## src/rtl/qspi_io_shifter.sv

```systemverilog
// qspi_io_shifter
//   Moves data words between a QSPI host (mode 0, quad lanes) and the local
//   clock domain. The host's SCK, CE and data lanes are oversampled on clk_i
//   through SYNC_STAGES flops. Receive words are shifted in MSB-first on SCK
//   rising edges. Transmit words are driven a nibble at a time: the first
//   nibble when the word's configuration is sampled, and each later nibble on
//   an SCK falling edge.
//
// Ports
//   clk_i       system clock; everything runs on its rising edge
//   reset_ni    asynchronous active-low reset
//   sck_i       QSPI serial clock (mode 0, idles low)
//   ce_ni       QSPI chip enable, active low
//   io_i[3:0]   data lanes from the pads
//   io_o[3:0]   data lanes to the pads (0 whenever io_oe_o is low)
//   io_oe_o     pad output enable
//   txnbc_i     bit count of the current word (0 means 4)
//   txndir_i    0 = receive from host, 1 = transmit to host
//   txndata_i   word to transmit
//   txndata_o   last fully received word, zero-extended
//   txndone_o   one-cycle pulse when a word completes
//   txnreset_o  high while CE is deasserted (synchronized)
module qspi_io_shifter #(
  parameter int IOREG_BITS       = 32,
  parameter int CYCLE_COUNT_BITS = 8,
  parameter int SYNC_STAGES      = 2
) (
  input  logic                        clk_i,
  input  logic                        reset_ni,
  input  logic                        sck_i,
  input  logic                        ce_ni,
  input  logic [3:0]                  io_i,
  output logic [3:0]                  io_o,
  output logic                        io_oe_o,
  input  logic [CYCLE_COUNT_BITS-1:0] txnbc_i,
  input  logic                        txndir_i,
  input  logic [IOREG_BITS-1:0]       txndata_i,
  output logic [IOREG_BITS-1:0]       txndata_o,
  output logic                        txndone_o,
  output logic                        txnreset_o
);

  localparam int CB = CYCLE_COUNT_BITS;
  localparam logic [CB-1:0] ONE = 1;

  typedef enum logic [1:0] {IDLE, RX, TX} state_t;

  // Synchronizers; the last stage of each feeds the logic below.
  logic [SYNC_STAGES-1:0]      sck_sync_reg;
  logic [SYNC_STAGES-1:0]      ce_sync_reg;
  logic [SYNC_STAGES-1:0][3:0] io_sync_reg;
  logic                        sck_prev_reg, ce_prev_reg;

  state_t                state_reg, state_next;
  logic                  oe_reg, oe_next;
  logic [3:0]            io_reg, io_next;
  logic                  done_reg, done_next;
  logic [IOREG_BITS-1:0] data_reg, data_next;
  logic [IOREG_BITS-1:0] shreg_reg, shreg_next;
  logic [IOREG_BITS-1:0] tx_word_reg, tx_word_next;
  logic [CB-1:0]         rem_reg, rem_next;   // nibbles still to be consumed
  logic                  pend_reg, pend_next; // word done, waiting for next config sample

  logic sck_s, ce_s;
  logic [3:0] io_s;
  logic sck_rise, sck_fall, ce_fall;

  assign sck_s    = sck_sync_reg[SYNC_STAGES-1];
  assign ce_s     = ce_sync_reg[SYNC_STAGES-1];
  assign io_s     = io_sync_reg[SYNC_STAGES-1];
  assign sck_rise = sck_s & ~sck_prev_reg;
  assign sck_fall = ~sck_s & sck_prev_reg;
  assign ce_fall  = ~ce_s & ce_prev_reg;

  // Nibble at position pos (0 = least significant) of a word; positions past
  // the top of the word shift out to zero.
  function automatic logic [3:0] nib_at(input logic [IOREG_BITS-1:0] word,
                                        input logic [CB-1:0] pos);
    logic [IOREG_BITS-1:0] shifted;
    shifted = word >> {pos, 2'b00};
    return shifted[3:0];
  endfunction

  // Configuration presented for a new word.
  logic [CB:0]   bc_plus3;
  logic [CB-1:0] start_nibs;
  logic [3:0]    start_tx_nib;
  logic [IOREG_BITS-1:0] rx_shifted;

  assign bc_plus3     = {1'b0, txnbc_i} + (CB+1)'(3);
  assign start_nibs   = (txnbc_i == '0) ? ONE : {1'b0, bc_plus3[CB:2]};
  assign start_tx_nib = nib_at(txndata_i, start_nibs - ONE);
  assign rx_shifted   = {shreg_reg[IOREG_BITS-5:0], io_s};

  always_ff @(posedge clk_i or negedge reset_ni) begin
    if (!reset_ni) begin
      sck_sync_reg <= '0;
      ce_sync_reg  <= '1;
      io_sync_reg  <= '0;
      sck_prev_reg <= 1'b0;
      ce_prev_reg  <= 1'b1;
    end else begin
      sck_sync_reg <= {sck_sync_reg, sck_i};
      ce_sync_reg  <= {ce_sync_reg, ce_ni};
      for (int i = SYNC_STAGES - 1; i > 0; i--) io_sync_reg[i] <= io_sync_reg[i-1];
      io_sync_reg[0] <= io_i;
      sck_prev_reg <= sck_s;
      ce_prev_reg  <= ce_s;
    end
  end

  always_ff @(posedge clk_i or negedge reset_ni) begin
    if (!reset_ni) begin
      state_reg   <= IDLE;
      oe_reg      <= 1'b0;
      io_reg      <= '0;
      done_reg    <= 1'b0;
      data_reg    <= '0;
      shreg_reg   <= '0;
      tx_word_reg <= '0;
      rem_reg     <= '0;
      pend_reg    <= 1'b0;
    end else begin
      state_reg   <= state_next;
      oe_reg      <= oe_next;
      io_reg      <= io_next;
      done_reg    <= done_next;
      data_reg    <= data_next;
      shreg_reg   <= shreg_next;
      tx_word_reg <= tx_word_next;
      rem_reg     <= rem_next;
      pend_reg    <= pend_next;
    end
  end

  always_comb begin
    state_next   = state_reg;
    oe_next      = oe_reg;
    io_next      = io_reg;
    done_next    = 1'b0;
    data_next    = data_reg;
    shreg_next   = shreg_reg;
    tx_word_next = tx_word_reg;
    rem_next     = rem_reg;
    pend_next    = pend_reg;

    // Deasserted CE overrides everything, including an edge that would start
    // or complete a word in the same cycle.
    if (ce_s) begin
      state_next = IDLE;
      oe_next    = 1'b0;
      io_next    = '0;
      pend_next  = 1'b0;
    end else if ((state_reg == IDLE && ce_fall) ||
                 (state_reg != IDLE && pend_reg && sck_fall)) begin
      // Config sample point: start a new word.
      rem_next     = start_nibs;
      pend_next    = 1'b0;
      shreg_next   = '0;
      tx_word_next = txndata_i;
      if (txndir_i) begin
        state_next = TX;
        oe_next    = 1'b1;
        io_next    = start_tx_nib;
      end else begin
        state_next = RX;
        oe_next    = 1'b0;
        io_next    = '0;
      end
    end else if (state_reg != IDLE && !pend_reg) begin
      if (sck_rise) begin
        rem_next = rem_reg - ONE;
        if (state_reg == RX) shreg_next = rx_shifted;
        if (rem_reg == ONE) begin
          done_next = 1'b1;
          pend_next = 1'b1;
          if (state_reg == RX) data_next = rx_shifted;
        end
      end else if (sck_fall && state_reg == TX) begin
        // rem_reg already counts the nibble just consumed, so rem-1 is the
        // position of the next one.
        io_next = nib_at(tx_word_reg, rem_reg - ONE);
      end
    end
  end

  assign io_o       = io_reg & {4{oe_reg}};
  assign io_oe_o    = oe_reg;
  assign txndata_o  = data_reg;
  assign txndone_o  = done_reg;
  assign txnreset_o = ce_s;

endmodule

```

## config.mk

```make
export PLATFORM = sky130hd
export DESIGN_NAME = qspi_io_shifter
export DESIGN_NICKNAME = d
export VERILOG_FILES = /design/src/rtl/qspi_io_shifter.sv
export SDC_FILE = /design/constraint.sdc
export NUM_CORES = 1
export LEC_CHECK = 0
export CAP_MARGIN = 20
export CORE_ASPECT_RATIO = 1.75
export CORE_MARGIN = 5
export CORE_UTILIZATION = 51
export CTS_CLUSTER_DIAMETER = 60
export CTS_CLUSTER_SIZE = 10
export DETAILED_ROUTE_END_ITERATION = 10
export GPL_ROUTABILITY_DRIVEN = 0
export PLACE_DENSITY = 0.87
export SYNTH_ARGS = -nofsm -noshare
export SYNTH_HDL_FRONTEND = slang
export SYNTH_SLANG_ARGS = --single-unit
```

## constraint.sdc

```tcl
create_clock -name clk_i -period 2.97 [get_ports clk_i]
set_input_delay 0.297 -clock clk_i [delete_from_list [all_inputs] [get_ports clk_i]]
set_output_delay 0.297 -clock clk_i [all_outputs]
set_load 0.005 [all_outputs]
```

==> results of run 1 <==
[synth_stat cells (4+ instances only)]
| master | count | area, µm² |
|---|---|---|
| a21boi_0 | 4 | 30.0 |
| a21oi_1 | 20 | 100 |
| a221o_1 | 8 | 80.1 |
| and2_1 | 4 | 25.0 |
| buf_2 | 8 | 40.0 |
| clkbuf_1 | 29 | 109 |
| dfrtp_1 | 119 | 2980 |
| inv_1 | 32 | 120 |
| mux2_2 | 46 | 518 |
| mux2i_1 | 13 | 130 |
| mux4_2 | 8 | 180 |
| nand2_1 | 67 | 251 |
| nand3_1 | 38 | 190 |
| nor2_1 | 13 | 48.8 |
| nor2b_1 | 5 | 31.3 |
| nor3_1 | 4 | 20.0 |
| o211ai_1 | 10 | 75.1 |
| o21ai_0 | 68 | 340 |
| or3_1 | 4 | 25.0 |
| xnor2_1 | 4 | 35.0 |
[worst max-delay path, delay by kind of cell]
kind | cells | cell delay, ns
AOI/OAI and AO/OA | 5 | 0.93
adders and majority gates | 1 | 0.25
buffers and inverters | 1 | 0.42
and+or+nand+nor | 4 | 1.07
[power by group through the flow]
stage                     clock [mW]  sequential (mW)  combinational [mW]
final                           2.21             2.07               0.967
after CTS                       2.25             2.06               0.963
after detailed placement           0             2.09               0.948
after global placement             0             2.07               0.920
after floorplan                    0             2.01               0.667
after global routing            2.33             2.09                1.05
[how the worst max path moves through the flow]
stage	from	end	slack (ns)	cells past startpoint
2_1_floorplan	txnbc_i[5]	io_reg[2]	0.20	13
3_3_place_gp	txnbc_i[0]	io_reg[2]	0.10	11
3_5_place_dp	txnbc_i[0]	io_reg[3]	-0.1	11
4_1_cts	txnbc_i[0]	io_reg[3]	0.34	11
5_1_grt	txnbc_i[0]	io_reg[3]	0.18	11
6_report	txnbc_i[0]	io_reg[3]	0.28	11
[cells by family after synthesis]
| family | synth area share [%] |
|---|---|
| adder cells (fa/ha/maj) | 0.643 |
| XOR/XNOR | 1.05 |
| AO/OA/AOI/OAI | 14.6 |
| multiplexers | 14.2 |
| AND/OR/NAND/NOR | 12.3 |
| buffers and inverters | 4.87 |
| flip-flops | 52.4 |
[through the flow]
stage	utilization, %	cells	setup TNS (ns)	cell area [µm²]	total power, mW
CTS	67.8	797	0	7570	5.27
global placement	61.9	764	0	6910	2.99
finish	67.8	797	0	7570	5.25
floorplan	-	560	0	5840	2.68
detailed placement	61.9	764	-0.330	6910	3.04
global route	67.8	797	0	7570	5.47
[cells in the final DEF (no fill, tap or decap), types with 10 or more instances in the layout]
cell,Yosys,final
clkdlybuf4s50_1,0,86
mux2i_1,13,13
dfrtp_1,119,119
o211ai_1,10,10
nand2_1,67,67
buf_4,0,24
nand3_1,38,38
nor2_1,13,13
clkbuf_16,0,17
o21ai_0,68,68
inv_1,32,32
a21oi_1,20,20
mux2_2,46,46
[what timing repair did]
item / in CTS / in global routing
setup buffers: 0 / 0
hold endpoints to repair: 46 / 0
hold buffers: 1 / 0
[metal layers]
metal	wire length, µm	global-route usage [%]	vias to the layer above
met5	0	0	-
met4	521	10.5	0
met3	846	4.59	54
met2	7780	40.0	210
met1	5300	22.8	2369
li1	-	-	2178
[cell type report]
| type | count | area, µm² |
|---|---|---|
| Inverter | 32 | 120 |
| Timing Repair Buffer | 112 | 1070 |
| Multi-Input combinational cell | 367 | 2510 |
| Sequential cell | 122 | 3060 |
| Tap cell | 132 | 165 |
| Clock inverter | 13 | 191 |
| Fill cell | 798 | 3600 |
| Clock buffer | 19 | 453 |
==> flow_summary.json, run 1 <==
{
  "crit_type": "in2reg",
  "hold_viol_final": 0,
  "cts_htree_levels": 4,
  "start_kind": "primary input",
  "slowest_stage": "clkdlybuf4s50_1",
  "worstPathArrival_ns": 2.97,
  "p_int_mw": 3.82,
  "power_frac_seq_pct": 39.4,
  "crit_top_cell": "o2111a_1",
  "ctsResizeCount": 0,
  "finalSetupViolCount": 0,
  "path_clk_slew_ns": 0.06,
  "vias_per_cell": 6.04,
  "power.density_nw_per_um2": 694,
  "whs_endpoint": "ce_sync_reg[0]",
  "ys_seq_elements": 122,
  "synth_enable_flop_cells": 0,
  "start_util_pct": 52.3,
  "max_slew_margin_pct": 47.6,
  "ys_types": 53,
  "syn2layout_area_growth_pct": 29.7,
  "first_iter_violations": 278,
  "power.static_leakage_nw": 3.23,
  "nets": 704,
  "routedWlPerCell_um": 18.1,
  "rows": 51,
  "synth_fp_nets": 612,
  "drtAntennaViolNets": 0,
  "vias": 4811,
  "crit_path_cell_trace": "clkdlybuf4s50_1 -> or2_1 -> a21o_1 -> o21ai_0 -> ha_1 -> nor3b_1 -> nand3b_1 -> o2111a_1 -> o2111a_1 -> a21boi_0 -> or3_1",
  "grt_pass1_vias": 5018,
  "core-area_um2": 11200,
  "p_switching_mw": 1.43,
  "cts.path.max_buffers": 2,
  "grt.total_usage_pct": 21.5,
  "antenna_found_initial": 0,
  "drive_above_1_share_pct": 17.7,
  "drcViolationCount": 0,
  "worst_pin_slew_ns": 0.780,
  "finalCriticalPeriod_ns": 2.69,
  "r2r-end": "shreg_reg[17]",
  "crit_path_end_kind": "flip-flop",
  "maxSlewViolCount": 0,
  "clock_latency_ns": 0.41,
  "dr.pass1.iters": 5,
  "fp.dieW_um": 90.9,
  "cts_tree": "yes",
  "status": "complete, no violations",
  "num_io_pins": 88,
  "grt_setup_unrepaired": "false",
  "cts.sinks": 122,
  "hold_slack_ns": 0.296,
  "ir_worst_vdd_mv": 0.539,
  "maxCapViolCount": 0,
  "place_ws_ns": -0.0979,
  "syn_area_um2": 5840,
  "diodes": 0,
  "portBuffers": 87,
  "crit_fanout": 4,
  "clkPwrFrac_pct": 42.2,
  "drt_wl_total_um": 14400,
  "reg2reg_slack_ns": 0.57,
  "worst_slack_ns": 0.281,
  "worstHoldPathCells": 1,
  "synth_area_per_cell_um2": 10.4,
  "yosysWarnings": 0,
  "dpl.hpwl_um": 10200,
  "synthArstFlopShare_pct": 100,
  "grt_remaining_overflow": 0,
  "crit_path_max_incr_delay_ns": 0.42,
  "swShare_pct": 27.2,
  "worstHoldStart": "ce_ni",
  "seq_area_frac_synth_pct": 52.4,
  "finClkSkew_ns": 0.00613,
  "syn_inst": 560,
  "reg2reg_depth": 8,
  "critical_path_required_ns": 3.25,
  "grt_max_degree": 61,
  "fmax_mhz": 372,
  "die_y_um": 152,
  "timing.final.crit_share_pct": 90.6,
  "numCtsBuffers": 17,
  "root_buffer": "clkbuf_16",
  "pwr-share-comb_pct": 18.4,
  "r2r-start": "sck_sync_reg[1]",
  "grt_pass1_wl_um": 23900,
  "min_path_type": "in2reg",
  "ys.flop_type": "dfrtp_1",
  "die-area_um2": 13800
}
Note: power is estimated with default switching activity, not from simulation.
==> run 2: changes to the inputs <==
--- a/config.mk
+++ b/config.mk
@@ -10,7 +10,7 @@
 export CORE_MARGIN = 5
 export CORE_UTILIZATION = 51
 export CTS_CLUSTER_DIAMETER = 60
-export CTS_CLUSTER_SIZE = 10
+export CTS_CLUSTER_SIZE = 20
 export DETAILED_ROUTE_END_ITERATION = 10
 export GPL_ROUTABILITY_DRIVEN = 0
 export PLACE_DENSITY = 0.87
==> results of run 2 <==
No change in the layout: final DEF, timing and power equal those of run 1.
